File: src/rtl/nic_seq_pkg.sv
// NIC CPU-port register map, status bit index and sequencer state encoding.
package nic_seq_pkg;

    localparam logic [1:0] NIC_ADDR_IN_BUF   = 2'd0;
    localparam logic [1:0] NIC_ADDR_IN_STAT  = 2'd1;
    localparam logic [1:0] NIC_ADDR_OUT_BUF  = 2'd2;
    localparam logic [1:0] NIC_ADDR_OUT_STAT = 2'd3;

    localparam int STATUS_FULL_BIT = 0;

    localparam logic [3:0] IDLE    = 4'd0;
    localparam logic [3:0] TX_STAT = 4'd1;
    localparam logic [3:0] TX_CHK  = 4'd2;
    localparam logic [3:0] TX_WR   = 4'd3;
    localparam logic [3:0] RX_STAT = 4'd4;
    localparam logic [3:0] RX_CHK  = 4'd5;
    localparam logic [3:0] RX_RD   = 4'd6;
    localparam logic [3:0] RX_CAP  = 4'd7;
    localparam logic [3:0] RX_OUT  = 4'd8;

    localparam logic GRANT_TX = 1'b0;
    localparam logic GRANT_RX = 1'b1;

endpackage

File: src/rtl/nic_cpu_sequencer.sv
// Round-robin TX/RX sequencer for a NIC CPU register port; NIC_SEQ_STATS_EN adds event counters.
// Latency: tx_ready 3 cycles after the IDLE grant; rx_valid 4 cycles after the RX status read.
// Backpressure: rx_valid holds until rx_ready and blocks all NIC traffic; a full output channel defers TX.
module nic_cpu_sequencer
    import nic_seq_pkg::*;
#(
    parameter int PACKET_WIDTH = 64,
    parameter int POLL_GAP     = 4
) (
    input  logic                    clk,
    input  logic                    reset,
    input  logic                    tx_valid,
    output logic                    tx_ready,
    input  logic [PACKET_WIDTH-1:0] tx_data,
    output logic                    rx_valid,
    input  logic                    rx_ready,
    output logic [PACKET_WIDTH-1:0] rx_data,
    output logic [1:0]              nic_addr,
    output logic [PACKET_WIDTH-1:0] nic_wdata,
    input  logic [PACKET_WIDTH-1:0] nic_rdata,
    output logic                    nic_en,
    output logic                    nic_en_wr
`ifdef NIC_SEQ_STATS_EN
    ,
    output logic [15:0]             stat_tx,
    output logic [15:0]             stat_rx,
    output logic [15:0]             stat_full
`endif
);

    localparam logic [7:0] GAP = 8'(POLL_GAP);

    logic [3:0]              state_q, state_d;
    logic [7:0]              poll_cnt_q, poll_cnt_d;
    logic                    last_grant_q, last_grant_d;
    logic [PACKET_WIDTH-1:0] rx_data_q, rx_data_d;

    logic rx_due;
    logic in_rx;
    logic status_full;

    assign rx_due      = (poll_cnt_q == GAP);
    assign in_rx       = state_q inside {RX_STAT, RX_CHK, RX_RD, RX_CAP, RX_OUT};
    assign status_full = nic_rdata[STATUS_FULL_BIT];

    always_comb begin
        state_d      = state_q;
        last_grant_d = last_grant_q;
        rx_data_d    = rx_data_q;
        poll_cnt_d   = poll_cnt_q;
        if (!in_rx && !rx_due) begin
            poll_cnt_d = poll_cnt_q + 8'd1;
        end
        case (state_q)
            IDLE: begin
                // On a tie the side that did not win last time goes first.
                if (tx_valid && (!rx_due || last_grant_q == GRANT_RX)) begin
                    state_d      = TX_STAT;
                    last_grant_d = GRANT_TX;
                end else if (rx_due) begin
                    state_d      = RX_STAT;
                    last_grant_d = GRANT_RX;
                    poll_cnt_d   = 8'd0;
                end
            end
            TX_STAT: state_d = TX_CHK;
            TX_CHK:  state_d = (status_full || !tx_valid) ? IDLE : TX_WR;
            TX_WR:   state_d = IDLE;
            RX_STAT: state_d = RX_CHK;
            RX_CHK:  state_d = status_full ? RX_RD : IDLE;
            RX_RD:   state_d = RX_CAP;
            RX_CAP: begin
                rx_data_d = nic_rdata;
                state_d   = RX_OUT;
            end
            RX_OUT:  state_d = rx_ready ? IDLE : RX_OUT;
            default: state_d = IDLE;
        endcase
    end

    always_ff @(posedge clk) begin
        if (reset) begin
            state_q      <= IDLE;
            poll_cnt_q   <= 8'd0;
            last_grant_q <= GRANT_RX;
            rx_data_q    <= '0;
        end else begin
            state_q      <= state_d;
            poll_cnt_q   <= poll_cnt_d;
            last_grant_q <= last_grant_d;
            rx_data_q    <= rx_data_d;
        end
    end

    always_comb begin
        nic_addr = NIC_ADDR_IN_BUF;
        case (state_q)
            TX_STAT: nic_addr = NIC_ADDR_OUT_STAT;
            TX_WR:   nic_addr = NIC_ADDR_OUT_BUF;
            RX_STAT: nic_addr = NIC_ADDR_IN_STAT;
            RX_RD:   nic_addr = NIC_ADDR_IN_BUF;
            default: nic_addr = NIC_ADDR_IN_BUF;
        endcase
    end

    assign nic_en    = state_q inside {TX_STAT, TX_WR, RX_STAT, RX_RD};
    assign nic_en_wr = (state_q == TX_WR);
    assign nic_wdata = (state_q == TX_WR) ? tx_data : '0;
    assign tx_ready  = (state_q == TX_WR);
    assign rx_valid  = (state_q == RX_OUT);
    assign rx_data   = rx_data_q;

`ifdef NIC_SEQ_STATS_EN
    logic [15:0] stat_tx_q, stat_rx_q, stat_full_q;

    always_ff @(posedge clk) begin
        if (reset) begin
            stat_tx_q   <= 16'd0;
            stat_rx_q   <= 16'd0;
            stat_full_q <= 16'd0;
        end else begin
            if (state_q == TX_WR) begin
                stat_tx_q <= stat_tx_q + 16'd1;
            end
            if (state_q == RX_OUT && rx_ready) begin
                stat_rx_q <= stat_rx_q + 16'd1;
            end
            if (state_q == TX_CHK && status_full) begin
                stat_full_q <= stat_full_q + 16'd1;
            end
        end
    end

    assign stat_tx   = stat_tx_q;
    assign stat_rx   = stat_rx_q;
    assign stat_full = stat_full_q;
`endif

endmodule

File: config.mk
export PLATFORM = sky130hd
export DESIGN_NAME = nic_cpu_sequencer
export DESIGN_NICKNAME = d
export VERILOG_FILES = /design/src/rtl/nic_seq_pkg.sv /design/src/rtl/nic_cpu_sequencer.sv
export SDC_FILE = /design/constraint.sdc
export NUM_CORES = 1
export LEC_CHECK = 0
export ABC_AREA = 0
export CAP_MARGIN = 10
export CORE_ASPECT_RATIO = 0.6
export CORE_MARGIN = 2
export CORE_UTILIZATION = 36
export DETAILED_ROUTE_END_ITERATION = 8
export PLACE_DENSITY = 0.9
export SYNTH_ARGS = -nofsm -noshare
export SYNTH_HDL_FRONTEND = slang
export SYNTH_SLANG_ARGS = --single-unit
export TNS_END_PERCENT = 30
File: constraint.sdc
create_clock -name clk -period 3.5 [get_ports clk]
set_input_delay 0.7 -clock clk [delete_from_list [all_inputs] [get_ports clk]]
set_output_delay 0.7 -clock clk [all_outputs]
set_load 0.1 [all_outputs]
### After elaboration in Yosys (flattened, before gate mapping)

Index checks and enable logic that the tools add are counted.

* reduce and logical (&&, ||, !) cells: 12
* muxes and demuxes: 14
* eq/ne operators: 10
* add/subtract/negate cells: 1

Operators by type and width (count)
* $mux 64: 1
* $mux 8: 4
* $pmux 4 s8: 1
* $eq 4x3->1 const B: 4
* $mux 4: 3
* $add 8x1->8 const B: 1
* $eq 4x2->1 const B: 2
* $eq 8x3->1 const B: 1
* $pmux 2 s3: 1
* $reduce_bool 5->1: 1
* $eq 4x1->1 const B: 1
* $eq 4x4->1 const B: 1
* $logic_not 4->1: 1
* $reduce_bool 4->1: 1
* $logic_not 1->1: 3
* $mux 3: 1
* $ne 3x3->1 const B: 1
* $logic_and 1x1->1: 2
* $logic_or 1x1->1: 2
* $mux 1: 2
* $mux 2: 1
* $reduce_and 2->1: 1
* $reduce_bool 2->1: 1

* bits in registers: 77
* output and inout port bits: 134
* input port bits: 132
* logic and storage cells: 41

### Logic depth before layout (Yosys ltp)

Gate-level depths: netlist of the first run.

* depth after elaboration: 8
* mapped depth: 7
* gate-level depth less buffers: 6

### Worst setup path after synthesis of the first run

OpenSTA, ideal clock, no wires.

* path kind: register to output
* start point: register state_q[1]
* end point: output nic_wdata[54]
* data arrival time: 2719 ps
* slack: 81 ps
* buffers on the path: 2
* stages on the path, launching flop included: 6
* cell sequence: dfxtp_1 > clkbuf_1 > nand2_1 > nor3_1 > clkbuf_1 > and2_1

* word-level cells in the longest chain between the ends: 2

Ends and longest elaborated chain
* start: declaration: line nic_cpu_sequencer.sv:33 `logic [3:0] state_q, state_d;`
* start signal: assignment: line nic_cpu_sequencer.sv:88 `state_q <= state_d;`
* $eq 4x2->1
* via nic_en_wr: line nic_cpu_sequencer.sv:22 `output logic nic_en_wr`
* $mux 64: line nic_cpu_sequencer.sv:108 `assign nic_wdata = (state_q == TX_WR) ? tx_data : '0;`
* end: declaration: line nic_cpu_sequencer.sv:19 `output logic [PACKET_WIDTH-1:0] nic_wdata,`

The timed path passes the listed nets, and every way through them passes these cells.

### Worst setup path after layout of the first run

* start point: register state_q[0]
* end point: output nic_wdata[49]

* word-level cells in the longest chain between the ends: 2

Ends and longest elaborated chain (line)
* $eq 4x2->1: nic_cpu_sequencer.sv:108
* $mux 64: nic_cpu_sequencer.sv:108

Every way passes these cells.

==> results.toml, run 1 <==
[detailed_routing]
drt_iter0_markers = 111
via_count = 3862
wl_per_cell_um = 15.6
vias_per_cell = 4.69
first_pass_iters = 4
drc_errors = 0
postRouteAntennaNets = 0
finalWirelength_um = 12800

[clocking]
cts_buffer_depth = 2
cts_tree = "done"
cts_buffers = 9
clock-sinks = 77
clk_latency_ps = 330
path_clk_slew_ps = 60
htreeDepth = 3
post_cts_buffers = 0
hold_buffers = 0
cts-root-buf = "clkbuf_16"
ctsResizeCount = 0

[die]
die-width_um = 129
die_h_um = 79.1
coreArea_um2 = 9160
die_area_um2 = 10200
initial_core_util_pct = 36.9
rows = 27
io-pin-count = 266

[synthesis]
ys_warn_count = 0
synth_top_area_share_pct = 45.6
synth_nets = 577
synthCells = 443
seq_area_frac_synth_pct = 45.6
syn_area_per_cell_um2 = 7.63
synth_top_flop_cell = "dfxtp_1"
yosysMostFrequentCell = "nand2_1"
synth_area_um2 = 3380
synth_common_cells = "nand2_1, dfxtp_1, a21oi_1, and2_1, clkbuf_1"
synth_area_leaders = "dfxtp_1, nand2_1, and2_1, a21oi_1, clkbuf_1"
synth_cell_types = 42
synthArstFlopShare_pct = 0
synth_edf_count = 0
ys_ff_latch = 77
synth_top_area_cell = "dfxtp_1"

[power_and_ir_drop]
vdd_drop_max_mv = 0.235
cellLeakagePower_nw = 2.51
powerDensity_nw_per_um2 = 320
power.total_mw = 2.18

[cells_and_area]
multi_input_area_um2 = 1690
area_delta_synth_final_pct = 101
utilization_pct = 74.3
diodes = 0
layout.nets = 823
drive_gt1_share_pct = 14.6
fillCellCount = 627
stdcell_area_um2 = 6810
register_area_um2 = 1540
final_cell_count_no_fill = 823

[placement]
hpwl_um = 10200
dpl-instance-area_um2 = 6520
gp_congestion = 0.841
portBuffers = 265
dp.cells = 808
pre_cts_ws_ps = 972

[setup_path]
critPathArrivalTime_ps = 2190
startpoint_type = "register"
cp_max_fo = 66
cp-end-kind = "output pin"
ff2ff_setup_slack_ps = 1060
worstPathRequired_ps = 2800
crit_type = "reg2out"

[outcome]
status = "finished clean"

[sta]
hold_viol = 0
maxSlewViolCount = 0
rsz0062_at_grt = "false"
period_share_pct = 82.5
worstMarginPinSlew_ps = 1010
min_period_ps = 2890
final.setup.tns_ps = 0
slew_headroom_pct = 32.2
fin_skew_ps = 5.79
hold_ws_ps = 453
fmax_mhz = 346
finalSetupViolCount = 0
setup_slack_ps = 613

[grt]
grt_pass1_wl_um = 19300
overflow = 0
grt_start_max_net_pins = 67
grt_use_total_pct = 24.4
grt_pass1_vias = 3758
antenna_found_initial = 0

[job]
cap_violations = 0

[min_path]
hold_class = "reg2reg"
[worst paths after layout]
path,end,start,depth (start not counted)
worst max-delay path,nic_wdata[49],state_q[0],5
worst min-delay path,rx_data[0],rx_data[0],2
worst max register to register,rx_data[28],state_q[2],5
worst min register to register,rx_data[0],rx_data[0],2
[critical path, stage by stage, from the launching register on]
cell	delay, ps
dfxtp_1	550
nand2_1	200
nor3_2	150
buf_4	430
and2_1	220
buf_4	290
[sequential cells by signal, summed over array words and instances, names as in the netlist]
| name | count |
|---|---|
| rx_data | 64 |
| poll_cnt_q | 8 |
| last_grant_q | 1 |
| state_q | 4 |
[per-layer routing]
layer / global-route usage, % / share of wire (%) / vias up
met5: 0 / 0 / -
met4: 6.96 / 1.3 / 0
met3: 9.37 / 9.0 / 16
met2: 41.6 / 49 / 165
met1: 28.6 / 41 / 1764
li1: - / - / 1917
[area by class of cell]
cell class | instances | area share, %
clock inverter | 6 | 0.956
tap | 130 | 2.39
inverter | 4 | 0.257
timing repair buffer | 269 | 45.6
multi-input combinational | 328 | 24.9
sequential | 77 | 22.6
clock buffer | 9 | 3.31
[where the power goes]
part | switching, mW | internal [mW]
registers | 0.0186 | 0.890
clock network | 0.346 | 0.547
logic | 0.185 | 0.193
total | 0.550 | 1.63
[kinds of logic after synthesis]
logic type      share of synthesized area, %
mux                                    0.592
compound gates                          13.8
simple gates                            32.9
xor+xnor                                1.55
buf+inv                                 4.85
fa+ha+maj                              0.740
flops                                   45.6
[cell usage in the layout (no fill, tap or decap), drive strengths merged, types with 3 or more instances in the layout]
master,netlist,routed
clkbuf,23,9
nand2,133,133
xnor2,4,4
nor2,13,13
clkinv,0,4
a21oi,68,68
and2,66,66
nor2b,3,3
nand3,4,4
buf,11,76
dfxtp,77,77
inv,4,4
clkdlybuf4s50,0,193
nor4,3,3
Note: power is estimated with default switching activity, not from simulation.
==> run 2, diff against run 1 <==
- CORE_UTILIZATION: 36 -> 33
- PLACE_DENSITY: 0.9 -> 0.84
- clock period: 3.5 -> 2.8 ns (I/O delays scaled with it)
==> results.toml, run 2 (same netlist as run 1, synthesis figures left out) <==
[min_path]
holdPathStages = 2
min_to = "rx_data[63]"
hold_class = "reg2reg"
min_from = "rx_data[63]"

[power_and_ir_drop]
cellLeakagePower_nw = 2.69
powerDensity_nw_per_um2 = 385
power.total_mw = 2.66
vdd_drop_max_mv = 0.329

[detailed_routing]
drc_errors = 0
via_count = 3871
postRouteAntennaNets = 0
drt_iter0_markers = 143
first_pass_iters = 4
wl_per_cell_um = 16.4
finalWirelength_um = 13600
vias_per_cell = 4.67

[die]
rows = 28
die-width_um = 135
coreArea_um2 = 9910
die_h_um = 82.4
io-pin-count = 266
initial_core_util_pct = 34.1
die_area_um2 = 11100

[setup_path]
ff2ff_setup_slack_ps = 730
r2r-end = "rx_data[16]"
slowest_stage = "dfxtp_1"
worstPathRequired_ps = 2240
cp_max_fo = 66
cp-end-kind = "output pin"
crit_buf_inv = 2
reg2regPathDepth = 5
startpoint_type = "register"
cp_common_cell = "buf_12"
cpLargestDelayFamily = "simple AND/OR/NAND/NOR gates"
crit_type = "reg2out"
cp_cell_sequence = "nand2_1 > nor3_2 > buf_12 > and2_1 > buf_12"
critPathArrivalTime_ps = 2020
crit_path_max_incr_delay_ps = 540
r2r_start = "state_q[2]"

[clocking]
path_clk_slew_ps = 60
cts-root-buf = "clkbuf_16"
ctsResizeCount = 0
htreeDepth = 3
post_cts_buffers = 0
clk_latency_ps = 330
cts_buffers = 9
cts_tree = "done"
cts_buffer_depth = 2
hold_buffers = 0
clock-sinks = 77

[placement]
hpwl_um = 10700
dpl-instance-area_um2 = 6640
gp_congestion = 0.836
portBuffers = 265

[grt]
grt_pass1_wl_um = 20100
antenna_found_initial = 0
overflow = 0
grt_pass1_vias = 3636
global_route.peak_usage_layer = "met2"
grt_use_total_pct = 24.0
grt_start_max_net_pins = 67
grt.met2_usage_pct = 40.4
grt_util_met1_pct = 28.6
use_met3_pct = 10.4

[sta]
period_share_pct = 92.0
hold_viol = 0
finalSetupViolCount = 0
rsz0062_at_grt = "false"
worstMarginPinSlew_ps = 699
min_period_ps = 2580
fin_skew_ps = 8.35
slew_headroom_pct = 53.3
fmax_mhz = 388
maxSlewViolCount = 0

[job]
cap_violations = 0

[cells_and_area]
final_cell_mix = "nand2_1, clkdlybuf4s50_1, dfxtp_1"
area_delta_synth_final_pct = 104
drive_gt1_share_pct = 23.8
final_common_cell = "nand2_1"
largest_reg_flops = 64
diodes = 0
layout.nets = 824
stdcell_area_um2 = 6900

[outcome]
status = "finished clean"
## run 2: cell types whose count changed in the layout (fill, tap and decap cells not counted), sizes merged
| cell | change |
|---|---|
| clkdlybuf4s50 | -63 |
| bufinv | -1 |
| inv | +1 |
| buf | +64 |
## run 2: metal layers
metal,part of all wire (%),routed length [um],vias up
li1,-,-,1924
met1,42,5680,1783
met2,47,6350,153
met3,11,1430,11
met4,0.82,111,0
met5,0,0,-
## run 2: tightest hold or removal path: cells and delay by family (launching register included)
family	cells	cell delay, ps
AND/OR/NAND/NOR	1	50
flip-flops	1	300
AO/OA/AOI/OAI	1	50
## run 2: worst max path at each step
stage | from | to | slack [ps] | cells past startpoint
after floorplan | state_q[3] | nic_addr[1] | -430 | 2
after CTS | state_q[0] | nic_wdata[38] | 220 | 5
after global routing | state_q[0] | nic_wdata[38] | 140 | 5
after detailed placement | state_q[0] | nic_wdata[38] | 600 | 5
after global placement | state_q[0] | nic_wdata[38] | 610 | 5
final | state_q[0] | nic_wdata[38] | 220 | 5
## run 2: power by group
group	switching, mW	internal (mW)
clock network	0.443	0.594
registers	0.0246	1.11
logic	0.232	0.252
## run 2: cell type report
class                   count  area (um2)
repair buffers            270        3210
fillers                   731        3010
multi-input cells         328        1690
flip-flops and latches     77        1540
clock buffers               9         225
well taps                 135         169
clock inverters             6        40.0
inverters                   4        17.5
## run 2: metrics by stage
| stage | setup slack (ps) | hold WS, ps | setup TNS [ps] | std cells | util [%] |
|---|---|---|---|---|---|
| 2_1_floorplan | -432 | 449 | -823 | 443 | - |
| 3_3_place_gp | 607 | 442 | 0 | 814 | 66.9 |
| 3_5_place_dp | 604 | 447 | 0 | 814 | 66.9 |
| 4_1_cts | 224 | 455 | 0 | 829 | 69.6 |
| 5_1_grt | 142 | 470 | 0 | 829 | 69.6 |
| 6_report | 223 | 454 | 0 | 829 | 69.6 |
==> run 3, diff against run 2 <==
- TNS_END_PERCENT: 30 -> 1
==> results of run 3 <==
Same layout as run 2: the final DEF is identical, and so are final timing and power.
